[config.mk]
export PLATFORM = sky130hd
export DESIGN_NAME = voice_scheduler
export DESIGN_NICKNAME = d
export VERILOG_FILES = /design/src/rtl/voice_scheduler.sv
export SDC_FILE = /design/constraint.sdc
export NUM_CORES = 1
export LEC_CHECK = 0
export ABC_CLOCK_PERIOD_IN_PS = 7360
export CELL_PAD_IN_SITES_DETAIL_PLACEMENT = 2
export CELL_PAD_IN_SITES_GLOBAL_PLACEMENT = 2
export CORE_ASPECT_RATIO = 0.5
export CORE_UTILIZATION = 46
export DETAILED_ROUTE_END_ITERATION = 8
export HOLD_SLACK_MARGIN = 0.02
export PLACE_DENSITY = 0.88
export SLEW_MARGIN = 20
export SYNTH_ARGS = -nofsm -noshare
export SYNTH_HDL_FRONTEND = slang
export SYNTH_SLANG_ARGS = --single-unit
[constraint.sdc]
create_clock -name clk -period 7.36 [get_ports clk]
set_input_delay 1.472 -clock clk [delete_from_list [all_inputs] [get_ports clk]]
set_output_delay 1.472 -clock clk [all_outputs]
set_load 0.01 [all_outputs]
[src/rtl/voice_scheduler.sv]
// rtl/voice_scheduler.sv - time-multiplexed voice phase scheduler sharing one sine unit; optional frame mix via VOICE_SCHEDULER_MIX_EN
module voice_scheduler #(
    parameter int NVOICE = 8,
    parameter int PW     = 21,
    parameter int SW     = 17,
    localparam int IW    = $clog2(NVOICE)
) (
    input  logic                 clk,
    input  logic                 rst,
    input  logic                 sample_tick,
    input  logic                 cfg_we,
    input  logic [IW-1:0]        cfg_voice,
    input  logic [PW-1:0]        cfg_inc,
    input  logic                 cfg_gate,
    output logic [PW-1:0]        sine_phase,
    input  logic signed [SW-1:0] sine_in,
    output logic signed [SW-1:0] voice_out,
    output logic [IW-1:0]        voice_idx,
    output logic                 voice_valid,
    output logic                 busy,
    output logic                 overrun
`ifdef VOICE_SCHEDULER_MIX_EN
    ,
    output logic signed [SW+3:0] mix_out,
    output logic                 mix_valid
`endif
);

    typedef enum logic [1:0] {
        IDLE  = 2'd0,
        ISSUE = 2'd1,
        DRAIN = 2'd2
    } state_t;

    state_t          state;
    state_t          state_nxt;
    logic [IW-1:0]   cnt;
    logic [PW-1:0]   inc   [NVOICE];
    logic [PW-1:0]   phase [NVOICE];
    logic [NVOICE-1:0] gate;

    // Issue-stage tags travelling alongside sine_phase
    logic            iss_vld;
    logic            iss_gate;
    logic [IW-1:0]   iss_idx;

    logic            start;
    logic            last;

    // Frame start only from a fully idle block; last issue slot detection
    always_comb begin
        start = sample_tick && (state == IDLE) && !busy;
        last  = (cnt == IW'(NVOICE - 1));
    end

    // Next-state logic: IDLE -> ISSUE (NVOICE slots) -> DRAIN (one cycle) -> IDLE
    always_comb begin
        state_nxt = state;
        case (state)
            IDLE:    if (start) state_nxt = ISSUE;
            ISSUE:   if (last)  state_nxt = DRAIN;
            DRAIN:   state_nxt = IDLE;
            default: state_nxt = IDLE;
        endcase
    end

    // State register
    always_ff @(posedge clk) begin
        if (rst) state <= IDLE;
        else     state <= state_nxt;
    end

    // Voice slot counter, restarted on each accepted tick
    always_ff @(posedge clk) begin
        if (rst || start)          cnt <= '0;
        else if (state == ISSUE)   cnt <= cnt + 1'b1;
    end

    // Per-voice config and phase; issue reads pre-edge inc/gate so a same-edge write applies next frame
    always_ff @(posedge clk) begin
        if (rst) begin
            for (int i = 0; i < NVOICE; i++) begin
                inc[i]   <= '0;
                phase[i] <= '0;
            end
            gate <= '0;
        end else begin
            if (cfg_we) begin
                inc[cfg_voice]  <= cfg_inc;
                gate[cfg_voice] <= cfg_gate;
            end
            if (state == ISSUE) begin
                phase[cnt] <= gate[cnt] ? (phase[cnt] + inc[cnt]) : '0;
            end
        end
    end

    // Issue stage: present the voice phase to the sine unit; sine_phase holds outside ISSUE
    always_ff @(posedge clk) begin
        if (rst) begin
            sine_phase <= '0;
            iss_vld    <= 1'b0;
            iss_gate   <= 1'b0;
            iss_idx    <= '0;
        end else begin
            iss_vld <= (state == ISSUE);
            if (state == ISSUE) begin
                sine_phase <= phase[cnt];
                iss_gate   <= gate[cnt];
                iss_idx    <= cnt;
            end
        end
    end

    // Output stage: capture the sine result, frame busy flag and overrun pulse
    always_ff @(posedge clk) begin
        if (rst) begin
            voice_out   <= '0;
            voice_idx   <= '0;
            voice_valid <= 1'b0;
            busy        <= 1'b0;
            overrun     <= 1'b0;
        end else begin
            voice_valid <= iss_vld;
            if (iss_vld) begin
                voice_out <= iss_gate ? sine_in : '0;
                voice_idx <= iss_idx;
            end
            busy    <= (state != IDLE);
            overrun <= sample_tick && (busy || (state != IDLE));
        end
    end

`ifdef VOICE_SCHEDULER_MIX_EN
    logic signed [SW+3:0] acc;
    logic signed [SW+3:0] acc_sum;

    // Running sum including the voice currently on the output
    always_comb begin
        acc_sum = acc + {{4{voice_out[SW-1]}}, voice_out};
    end

    // Frame accumulator; full sum published the cycle after the last voice
    always_ff @(posedge clk) begin
        if (rst) begin
            acc       <= '0;
            mix_out   <= '0;
            mix_valid <= 1'b0;
        end else begin
            mix_valid <= 1'b0;
            if (start)            acc <= '0;
            else if (voice_valid) acc <= acc_sum;
            if (voice_valid && (voice_idx == IW'(NVOICE - 1))) begin
                mix_out   <= acc_sum;
                mix_valid <= 1'b1;
            end
        end
    end
`endif

endmodule

# Word level (Yosys, flattened, before mapping)
# Memory sizes are Yosys's and may differ from the RTL's. A register that Yosys moved wholly into a read port is not among the register bits.
# Index checks and enable logic that the tools add are counted.
# totals
register_bits,62
ram_bits,336
input_bits,46
out_inout_bits,44
elab_cells,63
n_memories,2
# classes
n_addsub,2
n_lt_le_gt_ge,3
n_eq_ne,4
muxes,28
reduce_logical,12
# mem_list
memory,depth,word_bits,rd,rd_clocked_by_memory_dff,wr,line,source
inc,8,21,1,1,8,38,logic [PW-1:0] inc [NVOICE];
phase,8,21,1,1,8,39,logic [PW-1:0] phase [NVOICE];
# op_table
operator,n
21-bit 2-to-1 mux,3
21-bit OR reduction,2
21-bit adder,1
3-bit 2-to-1 mux,6
17-bit 2-to-1 mux,1
1-bit 2-to-1 mux,12
8-bit bitwise mux,1
"3-bit by 4-bit less-than comparator with 1-bit output, second input constant",2
1-bit logical AND,4
2-bit 2-to-1 mux,2
"2-bit != test, second input constant",2
2-bit one-hot mux with 2 select lines,1
"3-bit by 1-bit adder with 3-bit output, second input constant",1
1-bit binary-select mux with 3-bit select,1
1-bit demux with 3-bit select,1
"3-bit == test, second input constant",1
"3-bit by 1-bit greater-or-equal comparator with 1-bit output, second input constant",1
"2-bit by 1-bit == test with 1-bit output, second input constant",1
2-bit logical NOT,1
1-bit logical OR,2
2-bit AND reduction,1
2-bit nonzero test,1
1-bit logical NOT,1

# Depth between registers and ports, before layout
# Gate-level depths: netlist of run 1.
# logic_depth
word_depth,6
depth_mapped,14
ltp_nobuf,11

# Worst setup path before layout of run 1
# OpenSTA, ideal clock, no wires.
# synth_timing
path_kind,reg-to-reg
start,reg (tool-made name)
end,"mem phase[1][18], data pin"
setup_ps,273
arrival_time_ps,3368
required_ps,7087
setup_slack_ps,3719
stages_incl_launch_ff,15
path_buffers,3
synth_period_minus_slack_ps,3641
cell_sequence,dfxtp_1 buf_6 buf_4 buf_2 mux4_2 mux2_2 ha_1 inv_1 fa_1 nand2b_1 a21oi_1 o211ai_1 a21oi_1 o211ai_1 nor2_1
# synth_rtl
element,line
to (decl),39

==> impl_metrics.toml, run 1 <==
[status]
outcome = "complete, no violations"

[route]
wl_um = 68400
dr.pass1.iters = 5
wl_per_cell_um = 33.7
postRouteAntennaNets = 0
drt_iter0_markers = 1406
drcViolationCount = 0
vias_per_cell = 6.31
vias = 12800

[sta]
rsz0062_at_grt = "false"
fin_crit_sh = 0.690
max_freq_mhz = 197
maxSlewHeadroom = 0.236
finalCriticalPeriod_ns = 5.08
maxSlewViolCount = 0
setup_viol = 0
setup_tns_ns = 0
tightest_slew_ns = 1.15
clock_skew_ns = 0.0232
finalHoldViolCount = 0

[yosys]
syn_area_sq_um = 18600
yosysWarnings = 0
synth_async_sr_flop_share = 0
yosys.area.top_type = "edfxtp_1"
yosys.cell_types.count = 61
avgSynthCellArea_sq_um = 13.2
synth.net_count = 1479
synth_most_common_cell = "edfxtp_1"
synth_seq_cells = 401
netlist.area_leader.share = 0.543
ys_top_cells_by_area = "edfxtp_1, mux4_2, dfxtp_1, and2_1, nor2_1"
synth_commonest_cells = "edfxtp_1, nor2_1, and2_1, mux4_2, dfxtp_1"
synth_edf_count = 336
synth_top_flop_cell = "edfxtp_1"
seq_area_frac_synth = 0.613
syn_inst = 1410

[critical_path]
arrival_ns = 5.33
ff2ff_setup_slack_ns = 2.28
required_ns = 7.61
worstSetupStartpointType = "flip-flop"
path_class = "flip-flop to flip-flop"
cp_top_family = "compound AO/OA/AOI/OAI gates"
worstPathMaxFanout = 64
cp-end-kind = "flip-flop"
r2r_cells = 9
path_buf_inv = 1
worst-path-stages = 9
r2r_end = "phase[4][7]$_SDFFCE_PN0P_"
crit_end = "phase[4][7]$_SDFFCE_PN0P_"
critPathMaxStageDelay_ns = 1.09
worstPathCellList = "buf_4, mux4_2, mux2_2, ha_1, and4_1, o21ai_4, a21oi_2, o21bai_1, nor2_1"
slowest_stage = "dfxtp_4"

[grt]
grt_antenna_before_repair = 1
gr-total-overflow = 0
grt_pass1_vias = 14000
grt_max_degree = 65
grt_pass1_wl_um = 98900
track_usage = 0.336

[floorplan]
core-area_sq_um = 39400
die_area_sq_um = 41300
io_pins = 90
die_w_um = 286
die_h_um = 144
core.rowCount = 51
start_util = 0.472

[finish]
nets = 1537
drive_gt1_frac = 0.152
final_core_util = 0.539
syn_to_final_growth_pct = 14.1

[clock_tree]
ctsHoldBuffers = 0
cts_root_buf = "clkbuf_16"
cts_resized = 0
post_cts_buffers = 0
cts_inserted_buffers = 38
clk_latency_ns = 0.56
htree_levels = 2
clockBufferDepth = 3
clk_pin_slew_ns = 0.07
cts.sinks = 401
tritoncts = "done"

[placement]
io_buffers = 89
gp_congestion = 0.865
dpl.hpwl_um = 42000

[min_path]
holdCritPathClass = "flip-flop to flip-flop"

[power]
p_per_area_nw_per_um2 = 253
p_leak_uw = 0.00737
vdd_drop_max_v = 0.000212

[job]
max_cap_violations = 0
==> layout by cell type (no fill, tap or decap), drive strengths merged, types with 3 or more instances in the layout <==
master / instances
and3: 9
mux2i: 8
nand4: 6
a31o: 5
clkinv: 10
clkbuf: 57
o31ai: 8
or2: 4
and2: 169
nand2: 55
nor2b: 27
o21ai: 20
edfxtp: 336
ha: 22
o21bai: 5
buf: 19
nand3: 26
clkdlybuf4s50: 88
o211ai: 8
o21a: 3
nor2: 213
inv: 23
mux2: 39
a21o: 8
or3: 10
dfxtp: 65
a211oi: 3
nor3b: 3
nor3: 61
xnor2: 5
nand2b: 18
a21oi: 55
mux4: 86
==> cell type report <==
| class | instances | area [sq um] |
|---|---|---|
| Antenna cell | 1 | 2.50 |
| Clock buffer | 57 | 1100 |
| Clock inverter | 12 | 78.8 |
| Fill cell | 3589 | 18200 |
| Inverter | 23 | 86.3 |
| Multi-Input combinational cell | 897 | 6840 |
| Sequential cell | 401 | 11400 |
| Tap cell | 530 | 663 |
| Timing Repair Buffer | 107 | 1040 |
==> per-layer routing <==
metal	track usage	vias up	wire, um
li1	-	5271	-
met1	0.438	6752	27800
met2	0.566	622	33600
met3	0.0644	150	4800
met4	0.122	0	2210
met5	0	-	0
==> registers in the layout, indices dropped and copies added, names as in the netlist, named ones only <==
signal       count
state            2
voice_idx        3
sine_phase      21
voice_valid      1
voice_out       17
iss_vld          1
gate             8
phase          168
cnt              3
overrun          1
iss_gate         1
busy             1
inc            168
iss_idx          3
==> worst min path at each step <==
stage | startpoint | end | cells past startpoint
6_report | iss_idx[0]$_SDFFE_PP0P_ | iss_idx[0]$_SDFFE_PP0P_ | 2
5_1_grt | iss_idx[0]$_SDFFE_PP0P_ | iss_idx[0]$_SDFFE_PP0P_ | 2
4_1_cts | iss_idx[0]$_SDFFE_PP0P_ | iss_idx[0]$_SDFFE_PP0P_ | 2
3_5_place_dp | iss_idx[0]$_SDFFE_PP0P_ | iss_idx[0]$_SDFFE_PP0P_ | 2
3_3_place_gp | gate[5]$_SDFFE_PP0P_ | gate[5]$_SDFFE_PP0P_ | 2
2_1_floorplan | iss_idx[0]$_SDFFE_PP0P_ | iss_idx[0]$_SDFFE_PP0P_ | 2
==> cell families after synthesis <==
group,Yosys count,synth area share
buffers and inverters,112,0.0251
XOR/XNOR,6,0.00283
AO/OA/AOI/OAI,130,0.0466
flip-flops,401,0.613
multiplexers,133,0.133
adder cells (fa/ha/maj),23,0.0159
AND/OR/NAND/NOR,605,0.163
==> worst register-to-register path, stage by stage (launching register included) <==
cell      delay [ns]
dfxtp_4         1.09
buf_4           0.50
mux4_2          0.42
mux2_2          0.33
ha_1            0.39
and4_1          0.38
o21ai_4         0.14
a21oi_2         0.72
o21bai_1        0.55
nor2_1          0.26
==> through the flow <==
step | worst slack [ns] | area, sq um | hold WS [ns] | power [uW] | std cells
after global routing | 2.09 | 21200 | 0.498 | 5480 | 2027
after detailed placement | 2.31 | 20000 | 0.478 | 3390 | 1956
after CTS | 2.15 | 21100 | 0.494 | 5350 | 2025
final | 2.28 | 21200 | 0.495 | 5370 | 2028
after floorplan | 3.72 | 18600 | 0.436 | 3080 | 1410
after global placement | 2.57 | 20000 | 0.451 | 3320 | 1956
==> power breakdown <==
part / total, uW / leakage (uW) / internal [uW] / switching, uW
Clock: 1990 / 0.000567 / 1070 / 919
Sequential: 2640 / 0.00389 / 2570 / 67.1
Combinational: 744 / 0.00291 / 256 / 488
No activity file was read; power rests on OpenSTA's default activity.
==> run 2, diff against run 1 <==
--- a/config.mk
+++ b/config.mk
@@ -5,14 +5,14 @@
 export SDC_FILE = /design/constraint.sdc
 export NUM_CORES = 1
 export LEC_CHECK = 0
-export ABC_CLOCK_PERIOD_IN_PS = 7360
+export ABC_CLOCK_PERIOD_IN_PS = 4090
 export CELL_PAD_IN_SITES_DETAIL_PLACEMENT = 2
 export CELL_PAD_IN_SITES_GLOBAL_PLACEMENT = 2
 export CORE_ASPECT_RATIO = 0.5
-export CORE_UTILIZATION = 46
+export CORE_UTILIZATION = 39
 export DETAILED_ROUTE_END_ITERATION = 8
 export HOLD_SLACK_MARGIN = 0.02
-export PLACE_DENSITY = 0.88
+export PLACE_DENSITY = 0.79
 export SLEW_MARGIN = 20
 export SYNTH_ARGS = -nofsm -noshare
 export SYNTH_HDL_FRONTEND = slang
==> constraint.sdc (replaced) <==
create_clock -name clk -period 4.09 [get_ports clk]
set_input_delay 0.818 -clock clk [delete_from_list [all_inputs] [get_ports clk]]
set_output_delay 0.818 -clock clk [all_outputs]
set_load 0.01 [all_outputs]
==> impl_metrics.toml, run 2 (synthesis gave the netlist of run 1 again) <==
[grt]
track_usage = 0.262
grt_max_degree = 70
gr-total-overflow = 0
grt_pass1_vias = 13800
grt_antenna_before_repair = 3
grt_pass1_wl_um = 93300

[critical_path]
worstPathMaxFanout = 17
ff2ff_setup_slack_ns = -0.003
cp-end-kind = "flip-flop"
required_ns = 4.35
path_buf_inv = 1
critPathMaxStageDelay_ns = 0.59
arrival_ns = 4.35
cp_top_family = "compound AO/OA/AOI/OAI gates"
worst-path-stages = 10
r2r_cells = 10
crit_path_frequent_cell = "a21oi_1"
path_class = "flip-flop to flip-flop"
slowest_stage = "dfxtp_4"
worstSetupStartpointType = "flip-flop"
worstPathCellList = "buf_4, mux4_2, mux2_2, ha_1, a21oi_1, o2111ai_1, a21oi_1, a21oi_1, nor3_2, nor3_1"

[route]
vias = 12500
dr_wl_met3_um = 3880
postRouteAntennaNets = 0
wl_met1_um = 26000
met2WireLength_um = 31900
drt_iter0_markers = 1105
vias_per_cell = 5.74
wl_per_cell_um = 29.1
drcViolationCount = 0
dr.pass1.iters = 5
highest_layer = "met5"
wl_um = 63500

[sta]
rsz0062_at_grt = "false"
fin_crit_sh = 1.00
setup_viol = 1
maxSlewViolCount = 0
finalHoldViolCount = 0
maxSlewHeadroom = 0.272
finalCriticalPeriod_ns = 4.09
setup_ws_ns = -0.00261
tightest_slew_ns = 1.09
clock_skew_ns = 0.0202
max_freq_mhz = 244

[finish]
layout_common_cells = "edfxtp_1, nor2_1, and2_1"
nets = 1581
syn_to_final_growth_pct = 16.7
final_core_util = 0.462
top_regs = "inc: 168 flops, phase: 168 flops, sine_phase: 21 flops"
final_common_cell = "edfxtp_1"
drive_gt1_frac = 0.178

[placement]
dpl.hpwl_um = 41700
io_buffers = 89
gp_congestion = 0.881
dp_slack_ns = 0.128

[clock_tree]
clk_pin_slew_ns = 0.07
cts_resized = 0
cts_root_buf = "clkbuf_16"
clockBufferDepth = 3
cts_inserted_buffers = 39
ctsHoldBuffers = 0
clk_latency_ns = 0.55
tritoncts = "done"
htree_levels = 2
post_cts_buffers = 0
cts.sinks = 401

[floorplan]
core.rowCount = 56
core-area_sq_um = 46900
die_h_um = 156
start_util = 0.396
io_pins = 90
die_area_sq_um = 48600
die_w_um = 311

[power]
vdd_drop_max_v = 0.000282
power_uw = 9720
p_per_area_nw_per_um2 = 448
p_leak_uw = 0.00763

[status]
outcome = "finished with violations"
failed_checks = "setup timing"

[min_path]
holdCritPathClass = "flip-flop to flip-flop"
whs_path_depth = 2

[job]
max_cap_violations = 0
run 2: worst register-to-register path, stage by stage, from the launching register on:
cell and delay [ns]:
dfxtp_4 0.59, buf_4 0.36, mux4_2 0.38, mux2_2 0.33, ha_1 0.41, a21oi_1 0.36, o2111ai_1 0.22, a21oi_1 0.38
a21oi_1 0.17, nor3_2 0.44, nor3_1 0.15
run 2: stage by stage:
stage,TNS (ns),hold slack (ns),cell area [sq um],instances
floorplan,0,0.436,18600,1410
global placement,0,0.450,20500,2109
detailed placement,0,0.466,20500,2109
CTS,0,0.475,21700,2179
global route,0,0.488,21700,2179
finish,-0.00261,0.473,21700,2181
run 2: final timing paths:
kind	start	to
setup / recovery	flip-flop	phase[1][14]$_SDFFCE_PN0P_
hold / removal	iss_idx[2]$_SDFFE_PP0P_	iss_idx[2]$_SDFFE_PP0P_
setup reg to reg	flip-flop	phase[1][14]$_SDFFCE_PN0P_
hold reg to reg	iss_idx[2]$_SDFFE_PP0P_	iss_idx[2]$_SDFFE_PP0P_
run 2: cell type report:
type | instances | area [sq um]
timing repair buffer | 150 | 1420
clock inverter | 19 | 139
multi-input combinational | 897 | 6770
clock buffer | 51 | 1080
antenna | 2 | 5.00
sequential | 401 | 11400
fill | 4520 | 25200
inverter | 23 | 86.3
tap | 638 | 798
run 2: power breakdown:
part / switching (uW) / internal, uW
clock network: 1620 / 2000
logic: 865 / 519
registers: 94.1 / 4630
total: 2580 / 7140
run 2: per-layer routing:
metal  vias to the layer above  GRT usage
li1                       5367          -
met5                         -          0
met3                       123     0.0533
met1                      6620      0.328
met2                       415      0.464
met4                         2     0.0760
==> run 3, diff against run 2 <==
--- a/config.mk
+++ b/config.mk
@@ -10,6 +10,7 @@
 export CELL_PAD_IN_SITES_GLOBAL_PLACEMENT = 2
 export CORE_ASPECT_RATIO = 0.5
 export CORE_UTILIZATION = 39
+export CTS_CLUSTER_DIAMETER = 60
 export DETAILED_ROUTE_END_ITERATION = 8
 export HOLD_SLACK_MARGIN = 0.02
 export PLACE_DENSITY = 0.79
==> results of run 3 <==
No change in the layout: final DEF, timing and power equal those of run 2.
